<file path="config.mk">
export PLATFORM = sky130hd
export DESIGN_NAME = cpu_sequencer
export DESIGN_NICKNAME = d
export VERILOG_FILES = /design/src/rtl/cpu_sequencer.sv
export SDC_FILE = /design/constraint.sdc
export NUM_CORES = 1
export LEC_CHECK = 0
export CORE_MARGIN = 4
export CORE_UTILIZATION = 48
export DETAILED_ROUTE_END_ITERATION = 12
export GPL_TIMING_DRIVEN = 0
export PLACE_DENSITY_LB_ADDON = 0.1
export SETUP_SLACK_MARGIN = 0.05
export SYNTH_ARGS = -nofsm -noshare
export SYNTH_HDL_FRONTEND = slang
export SYNTH_SLANG_ARGS = --single-unit
</file>
<file path="constraint.sdc">
create_clock -name clk -period 2.05 [get_ports clk]
set_clock_uncertainty 0.05 [all_clocks]
set_input_delay 0.205 -clock clk [delete_from_list [all_inputs] [get_ports clk]]
set_output_delay 0.205 -clock clk [all_outputs]
set_load 0.01 [all_outputs]
</file>
<file path="src/rtl/cpu_sequencer.sv">
// Five-state instruction sequencer for the 8-bit CPU: fetches a 3-byte instruction,
// executes it in the store state, and owns the RAM address/data/write-enable lines.
module cpu_sequencer #(
    parameter logic [7:0] RESET_PC = 8'h00
) (
    input  logic       clk,
    input  logic       reset,
    input  logic       run,
    output logic [7:0] mem_addr,
    output logic [7:0] mem_wdata,
    output logic       mem_we,
    input  logic [7:0] mem_rdata,
    output logic [7:0] acc,
    output logic       carry,
    output logic [7:0] out_reg,
    output logic [7:0] pc,
    output logic [2:0] state,
    output logic       halted
);

    typedef enum logic [2:0] {
        S_FETCH1  = 3'd1,
        S_FETCH2  = 3'd2,
        S_FETCH3  = 3'd3,
        S_COMPUTE = 3'd4,
        S_STORE   = 3'd5,
        S_HALT    = 3'd6
    } state_t;

    localparam logic [7:0] OP_HALT  = 8'h00;
    localparam logic [7:0] OP_LOADI = 8'h01;
    localparam logic [7:0] OP_LOAD  = 8'h02;
    localparam logic [7:0] OP_STORE = 8'h03;
    localparam logic [7:0] OP_ADD   = 8'h04;
    localparam logic [7:0] OP_JMP   = 8'h05;
    localparam logic [7:0] OP_JZ    = 8'h06;
    localparam logic [7:0] OP_OUT   = 8'h07;
    localparam logic [7:0] OP_STI   = 8'h08;

    state_t     r_state;
    state_t     w_next;
    logic [7:0] r_pc;
    logic [7:0] r_acc;
    logic       r_carry;
    logic [7:0] r_out;
    logic [7:0] r_opcode;
    logic [7:0] r_op1;
    logic [7:0] r_op2;
    logic [8:0] w_sum;
    logic       w_is_write;

    assign w_sum      = {1'b0, r_acc} + {1'b0, mem_rdata};
    assign w_is_write = (r_opcode == OP_STORE) || (r_opcode == OP_STI);

    always_ff @(posedge clk) begin
        if (reset) begin
            r_state <= S_FETCH1;
        end else begin
            r_state <= w_next;
        end
    end

    always_comb begin
        w_next = r_state;
        case (r_state)
            S_FETCH1:  w_next = run ? S_FETCH2 : S_FETCH1;
            S_FETCH2:  w_next = S_FETCH3;
            S_FETCH3:  w_next = S_COMPUTE;
            S_COMPUTE: w_next = S_STORE;
            S_STORE:   w_next = (r_opcode == OP_HALT) ? S_HALT : S_FETCH1;
            S_HALT:    w_next = S_HALT;
            default:   w_next = S_FETCH1;
        endcase
    end

    // RAM data lags the address by one cycle, so each fetch state captures the
    // byte addressed by the state before it; store sees mem[op1] from compute.
    always_ff @(posedge clk) begin
        if (reset) begin
            r_pc     <= RESET_PC;
            r_acc    <= 8'h00;
            r_carry  <= 1'b0;
            r_out    <= 8'h00;
            r_opcode <= 8'h00;
            r_op1    <= 8'h00;
            r_op2    <= 8'h00;
        end else begin
            case (r_state)
                S_FETCH2:  r_opcode <= mem_rdata;
                S_FETCH3:  r_op1    <= mem_rdata;
                S_COMPUTE: begin
                    r_op2 <= mem_rdata;
                    r_pc  <= r_pc + 8'd3;
                end
                S_STORE: begin
                    case (r_opcode)
                        OP_LOADI: r_acc <= r_op1;
                        OP_LOAD:  r_acc <= mem_rdata;
                        OP_ADD:   {r_carry, r_acc} <= w_sum;
                        OP_JMP:   r_pc <= r_op1;
                        OP_JZ: begin
                            if (r_acc == 8'h00) r_pc <= r_op1;
                        end
                        OP_OUT:   r_out <= r_acc;
                        default:  ;
                    endcase
                end
                default: ;
            endcase
        end
    end

    always_comb begin
        mem_addr = r_pc;
        case (r_state)
            S_FETCH1:  mem_addr = r_pc;
            S_FETCH2:  mem_addr = r_pc + 8'd1;
            S_FETCH3:  mem_addr = r_pc + 8'd2;
            S_COMPUTE: mem_addr = r_op1;
            S_STORE:   mem_addr = r_op1;
            default:   mem_addr = r_pc;
        endcase
    end

    // Reset gates the write enable directly so a store interrupted by reset never lands.
    assign mem_we    = !reset && (r_state == S_STORE) && w_is_write;
    assign mem_wdata = ((r_state == S_STORE) && (r_opcode == OP_STI)) ? r_op2 : r_acc;

    assign acc     = r_acc;
    assign carry   = r_carry;
    assign out_reg = r_out;
    assign pc      = r_pc;
    assign state   = r_state;
    assign halted  = (r_state == S_HALT);

endmodule

</file>
# After elaboration in Yosys (flattened, before gate mapping)
# Cells that the tools add are included.
word_totals:
  register_bits: 52
  in_bits: 11
  output_inout_bits: 46
  word_cells: 51
classes:
  n_addsub: 4
  n_eq_ne: 16
  mux: 9
  reduce_logical: 14
op_table:
  columns: ["operator", "count"]
  rows:
  - ["$pmux 8 s3", 2]
  - ["$eq 8x3->1 const B", 4]
  - ["$pmux 8 s2", 2]
  - ["$pmux 3 s6", 1]
  - ["$add 8x2->8 const B", 2]
  - ["$eq 8x2->1 const B", 2]
  - ["$logic_not 8->1", 2]
  - ["$mux 8", 2]
  - ["$add 8x8->9", 1]
  - ["$eq 3x3->1 const B", 3]
  - ["$add 8x1->8 const B", 1]
  - ["$eq 8x1->1 const B", 1]
  - ["$eq 8x4->1 const B", 1]
  - ["$eq 3x2->1 const B", 2]
  - ["$reduce_and 2->1", 3]
  - ["$eq 3x1->1 const B", 1]
  - ["$logic_and 1x1->1", 3]
  - ["$mux 3", 1]
  - ["$ne 3x1->1 const B", 1]
  - ["$ne 3x3->1 const B", 1]
  - ["$reduce_and 3->1", 1]
  - ["$reduce_bool 3->1", 1]
  - ["$mux 2", 1]
  - ["$reduce_bool 2->1", 1]
  - ["3 further kinds", 3]

# Depth between registers and ports, before layout
# Gate-level depths: netlist (run 1).
logic_depth:
  word_depth: 4
  ltp_mapped: 8

# Worst setup path before layout (run 1)
# OpenSTA, ideal clock, no wires.
synth_timing:
  path_kind: "register -> register"
  from: "register r_acc[0], in the netlist acc[0]"
  to: "register r_acc[1], in the netlist acc[1]"
  setup_time_ps: 80
  arrival_ps: 1988
  required_ps: 1920
  setup_slack_ps: -68
  stages_incl_launch_ff: 8
  path_buffers: 0
  period_less_slack_ps: 2118
  cell_sequence: "dfxtp_1 > ha_1 > inv_1 > fa_1 > or4_1 > a21oi_1 > a211oi_1 > a211oi_2"
synth_between:
  elab_chain_len: 2
synth_rtl:
  columns: ["element", "line", "text"]
  rows:
  - ["start: declaration", "43", "logic [7:0] r_acc;"]
  - ["start signal: assignment", "97", "OP_LOADI: r_acc <= r_op1;"]
  - ["start signal: assignment", "98", "OP_LOAD: r_acc <= mem_rdata;"]
  - ["start signal: assignment", "99", "OP_ADD: {r_carry, r_acc} <= w_sum;"]
  - ["$add 8x8->9", "52", "assign w_sum = {1'b0, r_acc} + {1'b0, mem_rdata};"]
  - ["$pmux 8 s3", "96", "case (r_opcode)"]
# Every way passes these cells.
# A chain may end at the register's enable or synchronous reset.

# Final worst setup path (run 1)
layout_timing:
  from: "register r_state[2], in the netlist state[2]"
  to: "output mem_wdata[2]"
layout_between:
  elab_chain_len: 3
layout_rtl:
  columns: ["element", "line", "text"]
  rows:
  - ["start: declaration", "40", "state_t r_state;"]
  - ["start signal: assignment", "59", "r_state <= w_next;"]
  - ["$eq 3x3->1", "127", "assign mem_wdata = ((r_state == S_STORE) && (r_opcode == OP_STI)) ? r_op2 : r_acc;"]
  - ["$logic_and 1x1->1", "127", null]
  - ["$mux 8", "127", null]
  - ["end: declaration", "10", "output logic [7:0] mem_wdata,"]
# Every way passes these cells.

==> results.md, run 1 <==
- The share of total power dissipated in the clock network is 0.276.
- The cell count after synthesis is 405.
- The top cell types in the final layout, fill and taps aside, are sky130_fd_sc_hd__nand2_1 (49), sky130_fd_sc_hd__dfxtp_1 (41), sky130_fd_sc_hd__a21oi_1 (39).
- Ranked by total cell area, the synthesized netlist is headed by sky130_fd_sc_hd__dfxtp_1 (33%), sky130_fd_sc_hd__a21oi_1 (6.5%), sky130_fd_sc_hd__mux2i_1 (6.3%), sky130_fd_sc_hd__nand2_1 (6.0%), sky130_fd_sc_hd__ha_1 (5.1%).
- Synthesis inferred 52 register bits.
- The placeable core region is 6390 sq um.
- In the post-route analysis, the smallest setup slack over all paths is -0.157 ns.
- The boundary pin count is 57.
- The final worst-path cycle share is 1.08.
- The share of total power in sequential cells is 0.432.
- The count of clock tree sinks is 52.
- The first global-routing pass estimated 17000 um of wire.
- In this run the clock root is driven by a sky130_fd_sc_hd__clkbuf_8.
- The highest attainable clock frequency is about 450 MHz.
- The congestion estimate from routability-driven global placement came to between 0.9 and 1.
- Counting distinct cell types in the post-synthesis netlist gives 55.
- The critical path is of the flop to output port type.
- In the synthesized netlist the dominant register cell turns out to be sky130_fd_sc_hd__dfxtp_1.
- The final-report max-slew violation count is 0.
- The post-synthesis average cell area is 7.83 sq um.
- The worst path required time is 1.79 ns.
- The internal portion of the total power is 1.75 mW.
- The filler cells instantiated in the layout total around 540.
- Clock-pin slew was measured on the worst setup and hold paths at about 0.09 ns.
- The cell that appears most often on the critical path is sky130_fd_sc_hd__buf_6.
- The effective utilization at floorplan is 0.497.
- The floorplan die area is 7970 sq um.
- Setup repair after global routing could not meet its margin everywhere.
- The routed layout has 3471 vias.
- The routed wire length per instance is 18.8 um.
- The critical path capture point type is an output port.
- In the routed layout, each cell is associated on average with a via count of 6.15.
- The DRC violation count after routing is 0.
- For this run the aggregate overflow at the end of global routing stands at 0.
- The library cell with the largest summed area after synthesis is sky130_fd_sc_hd__dfxtp_1.
- The worst register-to-register path has a depth of 5.
- Of the post-synthesis cell area, the dominant cell type holds 0.328.
- The part of the total power dissipated in combinational logic is 0.292.
- The number of H-tree branching levels is 2.
- The number of flops mapped to enable cells by yosys is 0.
- The total standard cell area after synthesis is 3170 sq um.
- The total global-route track usage is 0.278.
- The vertical extent of the die is around 90 um.
- The count of TritonRoute iterations in the first routing pass is 7.
- Leaving out fill and tap cells, the most frequent cell in the layout is sky130_fd_sc_hd__nand2_1.
- In this run the power spent charging and discharging nets is 836 uW.
- The worst hold path belongs to the class input port to flop.
- The number of I/O port buffers is 55.
- The buffers plus inverters on the worst setup path is 4.
- Setup violations remaining at the end of the flow were counted as 8.
- The number of nets produced by synthesis is 430.
- The worst-path cell with the longest stage delay is sky130_fd_sc_hd__dfxtp_4.
- The startpoint of the lowest-slack register-to-register path is r_opcode[4]$_SDFFE_PP0P_.
- At the later pin of the worst-skew pair, clock insertion delay measures 0.31 ns.
- The minimum clock period is between 2 and 2.5 ns.
- Compared with the post-synthesis result, the final layout area differs by 39.4%.
- The number of antenna diodes in the final layout is 0.
- For this run, the share of the core covered by cells in the final layout is 0.692.
- At the pin with the least slew margin, the transition time is 0.618 ns.
- The initial antenna violation count is 0.
- At the worst endpoint, the arrival time is 1.95 ns.
- The horizontal extent of the die is 89.3 um.
- The cell area reported after detailed placement is about 3800 sq um.
- The worst ir drop on vdd is 428 uV.
- In the final layout, the share of cells above drive strength 1 is 0.244.
- The placed wire-length estimate is 7340 um.
- The Yosys step of the flow raised 0 warnings.
- The switching part of the total is 0.324.
- STA classifies the critical path startpoint as a flop.
- The maximum fanout encountered on the critical timing path is 8.
- For this design, the CTS-stage hold fixing added 0 buffers.
- The clock tree from TritonCTS is done.
- Along the worst hold path, the cell count comes to 3.
- The largest net degree at the start of global routing is 16.
- The final layout contains routed wiring with a total length of ~11000 um.
- Power spread over the standard cell area amounts to 584 nW/um^2.
- Traced cell by cell, the critical path runs through buf_6 > nand3b_1 > clkbuf_8 > nor4_4 > nand4_1 > buf_6 > mux2_4 > buf_6.
- The total number of placement rows is 29.
- The remaining number of nets flagged by the antenna check after routing is 0.
- The proportion of register bits with asynchronous set or reset after synthesis is 0.
- The number of hold violations in the final report is 0.
- The run finished, with violations left.
- In this run the critical register-to-register path is captured at acc[1]$_SDFFE_PP0P_.
- The via count of the first global-routing pass is 3332.
- The share of the Yosys chip area taken by registers is 0.328.
- The worst hold path begins at mem_rdata[2].
- Buffers inserted during clock tree synthesis total 5.
- Across the run, the number of max-cap violations was 0.
- On the worst path, the slowest cell contributes a delay of 0.36 ns.
- The finished cells cover 4420 sq um.
- The net count reported at finish is 511.
- At the placement stage, the worst setup path has a slack of -0.761 ns.
- The detailed router finished its first iteration with 245 violations.
- Among cell families on the critical path, the largest total delay comes from buffers and inverters.
- The maximum clock insertion buffer count is 2.
- The worst-case headroom to the max-slew limit is 0.588.
- The final reports fail on setup timing.
- The cell count after placement is about 540.
- The worst hold endpoint is r_op1[2]$_SDFFE_PP0P_.
- Leaving out filler cells and counting taps, the final layout contains about 560.
- Summed over all cells, the static leakage comes to 1.72 nW.
- Across all register-to-register paths, the minimum setup slack is 0.04 ns.
==> worst max path at each step <==
stage / start / to / slack (ns) / cells past startpoint
6_report: state[2]$_SDFF_PP0_ / mem_wdata[2] / -0.16 / 8
5_1_grt: state[2]$_SDFF_PP0_ / mem_wdata[2] / -0.21 / 8
4_1_cts: state[2]$_SDFF_PP0_ / mem_wdata[0] / -0.15 / 8
3_5_place_dp: state[2]$_SDFF_PP0_ / mem_wdata[0] / -0.76 / 7
3_3_place_gp: state[2]$_SDFF_PP0_ / mem_wdata[0] / -0.70 / 7
2_1_floorplan: acc[0]$_SDFFE_PP0P_ / acc[1]$_SDFFE_PP0P_ / 0.03 / 7
==> routing by layer <==
layer,track usage,routed length (um),vias to the layer above,share of wire
met5,0,0,-,0
met3,0.0479,733,34,0.069
met1,0.357,4500,1639,0.42
li1,-,-,1636,-
met4,0.131,421,0,0.040
met2,0.451,4930,162,0.47
==> worst register-to-register path: cells and delay by family (launching register included) <==
| family | cells | cell delay [ns] |
|---|---|---|
| simple gates | 2 | 1.13 |
| flops | 1 | 0.38 |
| compound gates | 3 | 0.37 |
==> synth_stat cells, types with 3 or more instances <==
master                     count
sky130_fd_sc_hd__nor4_1        7
sky130_fd_sc_hd__and3_1        6
sky130_fd_sc_hd__a211oi_1      6
sky130_fd_sc_hd__a31oi_1       3
sky130_fd_sc_hd__dfxtp_1      52
sky130_fd_sc_hd__nor2b_1       5
sky130_fd_sc_hd__mux2_2        8
sky130_fd_sc_hd__mux2i_1      20
sky130_fd_sc_hd__nand3_1       9
sky130_fd_sc_hd__a22o_1        4
sky130_fd_sc_hd__nand2_1      51
sky130_fd_sc_hd__inv_1        12
sky130_fd_sc_hd__a21oi_1      41
sky130_fd_sc_hd__o22ai_1       4
sky130_fd_sc_hd__buf_2         3
sky130_fd_sc_hd__a221oi_1      7
sky130_fd_sc_hd__ha_1         13
sky130_fd_sc_hd__nand4_1       3
sky130_fd_sc_hd__a22oi_1       3
sky130_fd_sc_hd__o21ai_0      31
sky130_fd_sc_hd__nor3_1       10
sky130_fd_sc_hd__clkbuf_1     18
sky130_fd_sc_hd__or2_2         5
sky130_fd_sc_hd__nor2_1       43
==> cell families after synthesis <==
family / count (synthesis) / share of synthesized area
and+or+nand+nor: 152 / 0.232
AOI/OAI and AO/OA: 122 / 0.241
buffers and inverters: 34 / 0.0414
xor gates and xnor gates: 3 / 0.00829
muxes: 28 / 0.0915
DFF: 52 / 0.328
adders and majority gates: 14 / 0.0576
==> layout make-up <==
class,instances,area (sq um),area share
clock buffer,6,72.6,0.0164
buffer,19,163,0.0368
timing repair buffer,77,706,0.160
tap,77,96.3,0.0218
multi-input combinational,319,2230,0.504
sequential,52,1070,0.243
clock inverter,2,35.0,0.00792
inverter,12,45.0,0.0102
==> power groups by stage <==
| stage | Combinational, mW | Sequential (mW) | Clock (mW) |
|---|---|---|---|
| after floorplan | 0.357 | 1.12 | 0 |
| after global placement | 0.555 | 1.13 | 0 |
| after detailed placement | 0.566 | 1.13 | 0 |
| after CTS | 0.690 | 1.11 | 0.718 |
| after global routing | 0.815 | 1.12 | 0.766 |
| final | 0.753 | 1.12 | 0.714 |
==> through the flow <==
| step | hold slack [ns] | setup TNS [ns] | power [mW] |
|---|---|---|---|
| after global placement | 0.417 | -13.02 | 1.69 |
| final | 0.245 | -1.11 | 2.58 |
| after floorplan | 0.291 | 0 | 1.48 |
| after CTS | 0.299 | -0.978 | 2.52 |
| after detailed placement | 0.431 | -14.03 | 1.70 |
| after global routing | 0.252 | -1.65 | 2.70 |
==> timing repair <==
item	in CTS	in global routing
endpoints found under the setup margin	42	37
gates resized for setup	135	46
buffers inserted	21	1
pin swaps	10	5
Note: power is estimated with default switching activity, not from simulation.
==> run 2, diff against run 1 <==
--- a/config.mk
+++ b/config.mk
@@ -5,6 +5,7 @@
 export SDC_FILE = /design/constraint.sdc
 export NUM_CORES = 1
 export LEC_CHECK = 0
+export ABC_AREA = 0
 export CORE_MARGIN = 4
 export CORE_UTILIZATION = 48
 export DETAILED_ROUTE_END_ITERATION = 12
==> results of run 2 <==
Same layout as run 1: the final DEF is identical, and so are final timing and power.
==> run 3, diff against run 2 <==
--- a/config.mk
+++ b/config.mk
@@ -7,10 +7,11 @@
 export LEC_CHECK = 0
 export ABC_AREA = 0
 export CORE_MARGIN = 4
-export CORE_UTILIZATION = 48
+export CORE_UTILIZATION = 57
 export DETAILED_ROUTE_END_ITERATION = 12
 export GPL_TIMING_DRIVEN = 0
 export PLACE_DENSITY_LB_ADDON = 0.1
+export REMOVE_ABC_BUFFERS = 1
 export SETUP_SLACK_MARGIN = 0.05
 export SYNTH_ARGS = -nofsm -noshare
 export SYNTH_HDL_FRONTEND = slang
==> constraint.sdc (replaced) <==
create_clock -name clk -period 2.8 [get_ports clk]
set_clock_uncertainty 0.05 [all_clocks]
set_input_delay 0.28 -clock clk [delete_from_list [all_inputs] [get_ports clk]]
set_output_delay 0.28 -clock clk [all_outputs]
set_load 0.01 [all_outputs]
==> run 3 against run 2 <==
Effect of this change:
- the flow now finishes without violations
- cell area is 10% lower
- sequential share of layout area is 2.2 points higher
- clock-buffer cell count is 1 lower
- sequential power is 27% lower
- clock power is 29% lower
- worst setup slack better by 0.18 ns
- global-route usage is 0.75 points higher
- die area is 14% lower
- critical path depth is 2 lower
==> results.md, run 3 (synthesis gave the netlist of run 1 again) <==
- The routed wire length is 9750 um (was 10600 um).
- The number of hold violations in the final report is 0 (unchanged).
- The area occupied by multi-input gates is 2040 sq um (was 2230 sq um).
- The net count reported at finish is 481 (was 511).
- The cell-internal power came to 1.21 mW (was 1.75 mW).
- The total number of placement rows is 26 (was 29).
- Unrepaired setup endpoints after global routing: true (unchanged).
- The cell area reported after detailed placement is 3730 sq um (was 3840 sq um).
- The overall power consumption is 1.77 mW (was 2.58 mW).
- The actual transition at the worst max-transition pin is 1.01 ns (was 0.618 ns).
- The weighted congestion reported at the end of routability-driven placement came to 0.983 (was 0.953).
- The part of the total power dissipated in combinational logic is 0.251 (was 0.292).
- The number of buffers created by CTS is 5 (unchanged).
- The number of I/O port buffers was 56 (was 55).
- The insertion delay to the later sink of the worst-skew pair is 0.31 ns (about the same).
- The via count is 3358 (was 3471).
- The count of clock tree sinks came to 52 (unchanged).
- The number of H-tree branching levels is 2 (unchanged).
- Dividing the final minimum period by the clock period gives 0.990.
- The count of TritonRoute iterations in the first routing pass is 5 (was 7).
- The buffer type at the clock tree root is sky130_fd_sc_hd__clkbuf_8 (unchanged).
- The number of fillers in the final layout was 408 (was 535).
- The effective utilization at floorplan is 0.606 (was 0.497).
- The signal arrival time at the worst endpoint is 2.44 ns (was 1.95 ns).
- The critical path capture point type is an output port (unchanged).
- The power dissipated by switching net loads is 555 uW (was 836 uW).
- The worst ir drop on vdd is 337 uV (was 428 uV).
- The least setup slack across all paths after layout is 0.0280 ns (was -0.157 ns).
- The DRC violation count after routing is 0 (unchanged).
- The clock tree from TritonCTS is done (unchanged).
- The number of antenna cells inserted is 0 (unchanged).
- The worst setup slack before clock tree synthesis is -0.467 ns (was -0.761 ns).
- The floorplan die area was 6820 sq um (was 7970 sq um).
- The class of the tightest hold or removal check was flop to flop (was input port to flop).
- The routed wire length per instance is 18.6 um (was 18.8 um).
- The maximum fanout encountered on the critical timing path is 10 (was 8).
- The global-route wire length before repair is 15000 um (was 17000 um).
- The remaining number of nets flagged by the antenna check after routing was 0 (unchanged).
- The number of maximum-capacitance violations was 0 (unchanged).
- The proportion of layout cells with a drive suffix above 1 is 0.101 (was 0.244).
- The routed via count divided by cell count is 6.40 (was 6.15).
- The worst path required time was 2.47 ns (was 1.79 ns).
- Leading cell types in the layout, fill and taps excluded: sky130_fd_sc_hd__clkdlybuf4s50_1 (52), sky130_fd_sc_hd__nand2_1 (50), sky130_fd_sc_hd__dfxtp_1 (47) (was sky130_fd_sc_hd__nand2_1 (49), sky130_fd_sc_hd__dfxtp_1 (41), sky130_fd_sc_hd__a21oi_1 (39)).
- The final-report max-slew violation count came to 0 (unchanged).
- The initial antenna violation count is 0 (unchanged).
- The largest net degree at the start of global routing is 45 (was 16).
- The via count of the first global-routing pass is 2977 (was 3332).
- The clock-pin slew reported for the worst setup and hold paths after clock tree synthesis is 0.09 ns (about the same).
- The most frequent standard cell in the layout excluding fill and tap cells is sky130_fd_sc_hd__clkdlybuf4s50_1 (was sky130_fd_sc_hd__nand2_1).
- The horizontal extent of the die is 82.6 um (was 89.3 um).
- The power density relative to cell area is 446 nW/um^2 (was 584 nW/um^2).
- The register area is 1050 sq um (was 1070 sq um).
- The leakage dissipation is 1.50 nW (was 1.72 nW).
- The total global-route track usage was 0.285 (was 0.278).
- The vertical extent of the die is 82.6 um (was 89.3 um).
- The placed wire-length estimate is 6430 um (was 7340 um).
- Run status: complete, no violations (was finished, violations left).
- The count of routing violations after the opening detailed-route iteration is 465 (was 245).
- The share of total power in sequential cells is 0.462 (was 0.432).
- The category of the worst setup path launch point is a flop (unchanged).
- The worst-case headroom to the max-slew limit is 0.324 (was 0.588).
- The layout overhead on the synthesized area came to 25.0% (was 39.4%).
- The switching part of the total is 0.314 (was 0.324).
- The boundary pin count is 57 (unchanged).
- The setup violation total in the final timing report was 0 (was 8).
- The leftover overflow at the end of global routing is 0 (unchanged).
- The final design instance area without fill is 3960 sq um (was 4420 sq um).
- The proportion of power drawn by the clock network was 0.287 (was 0.276).
- The placeable core region is 5240 sq um (was 6390 sq um).
- The maximum clock insertion buffer count is 2 (unchanged).
- The minimum clock period is 2.77 ns.
- The highest attainable clock frequency is 361 MHz.
- The fraction of the core area covered by cells at the end of the flow is 0.757 (was 0.692).
- The critical path class is flop to output port (unchanged).
-- run 3: changes by cell type in the layout (fill, tap and decap cells not counted), moves of 7 or more --
cell / before / now
sky130_fd_sc_hd__buf_2: 8 / 1
sky130_fd_sc_hd__o21ai_1: 9 / 1
sky130_fd_sc_hd__buf_4: 21 / 9
sky130_fd_sc_hd__buf_6: 11 / 1
sky130_fd_sc_hd__clkdlybuf4s50_1: 32 / 52
sky130_fd_sc_hd__o21ai_0: 22 / 31
sky130_fd_sc_hd__clkbuf_1: 7 / 0
-- run 3: cell type report --
class	count	area share
well taps	70	0.0221
multi-input cells	319	0.514
repair buffers	66	0.162
inverters	12	0.0114
flip-flops and latches	52	0.265
clock inverters	1	0.00758
clock buffers	5	0.0174
-- run 3: routing by layer --
metal	track usage	up-vias	part of all wire
li1	-	1579	-
met1	0.384	1592	0.42
met2	0.470	168	0.48
met3	0.0553	19	0.083
met4	0.0654	0	0.016
met5	0	-	0
-- run 3: worst paths after layout --
path | startpoint | to | slack (ns) | cells past startpoint
worst min-delay path | r_opcode[2]$_SDFFE_PP0P_ | r_opcode[2]$_SDFFE_PP0P_ | 0.44 | 2
worst max-delay path | state[1]$_SDFF_PP0_ | mem_wdata[6] | 0.03 | 6
worst max register to register | r_opcode[1]$_SDFFE_PP0P_ | acc[1]$_SDFFE_PP0P_ | 0.33 | 5
worst min register to register | r_opcode[2]$_SDFFE_PP0P_ | r_opcode[2]$_SDFFE_PP0P_ | 0.44 | 2
-- run 3: stage by stage --
| stage | setup TNS [ns] | hold WS [ns] | std cells |
|---|---|---|---|
| after floorplan | 0 | 0.295 | 383 |
| after global placement | -7.21 | 0.418 | 509 |
| after detailed placement | -3.84 | 0.424 | 509 |
| after CTS | 0 | 0.436 | 518 |
| after global routing | -0.129 | 0.471 | 525 |
| final | 0 | 0.441 | 525 |
-- run 3: power by group through the flow --
stage	Combinational (mW)	Clock, mW	Sequential (mW)
after floorplan	0.229	0	0.829
after global placement	0.365	0	0.835
after detailed placement	0.374	0	0.837
after CTS	0.385	0.506	0.822
after global routing	0.480	0.544	0.820
final	0.443	0.508	0.815
-- run 3: what timing repair did --
| action | 4_1_cts | 5_1_grt |
|---|---|---|
| hold buffers | 0 | 0 |
| pin swaps | 2 | 4 |
| gates resized for setup | 7 | 13 |
| buffers inserted | 3 | 7 |
| endpoints found under the setup margin | 12 | 15 |
-- run 3: critical path, stage by stage (launching register included) --
cell                              delay (ns)
sky130_fd_sc_hd__dfxtp_2                0.38
sky130_fd_sc_hd__nand3b_1               0.22
sky130_fd_sc_hd__nor4_2                 0.34
sky130_fd_sc_hd__nand4_1                0.22
sky130_fd_sc_hd__buf_6                  0.22
sky130_fd_sc_hd__mux2_2                 0.21
sky130_fd_sc_hd__clkdlybuf4s50_1        0.53
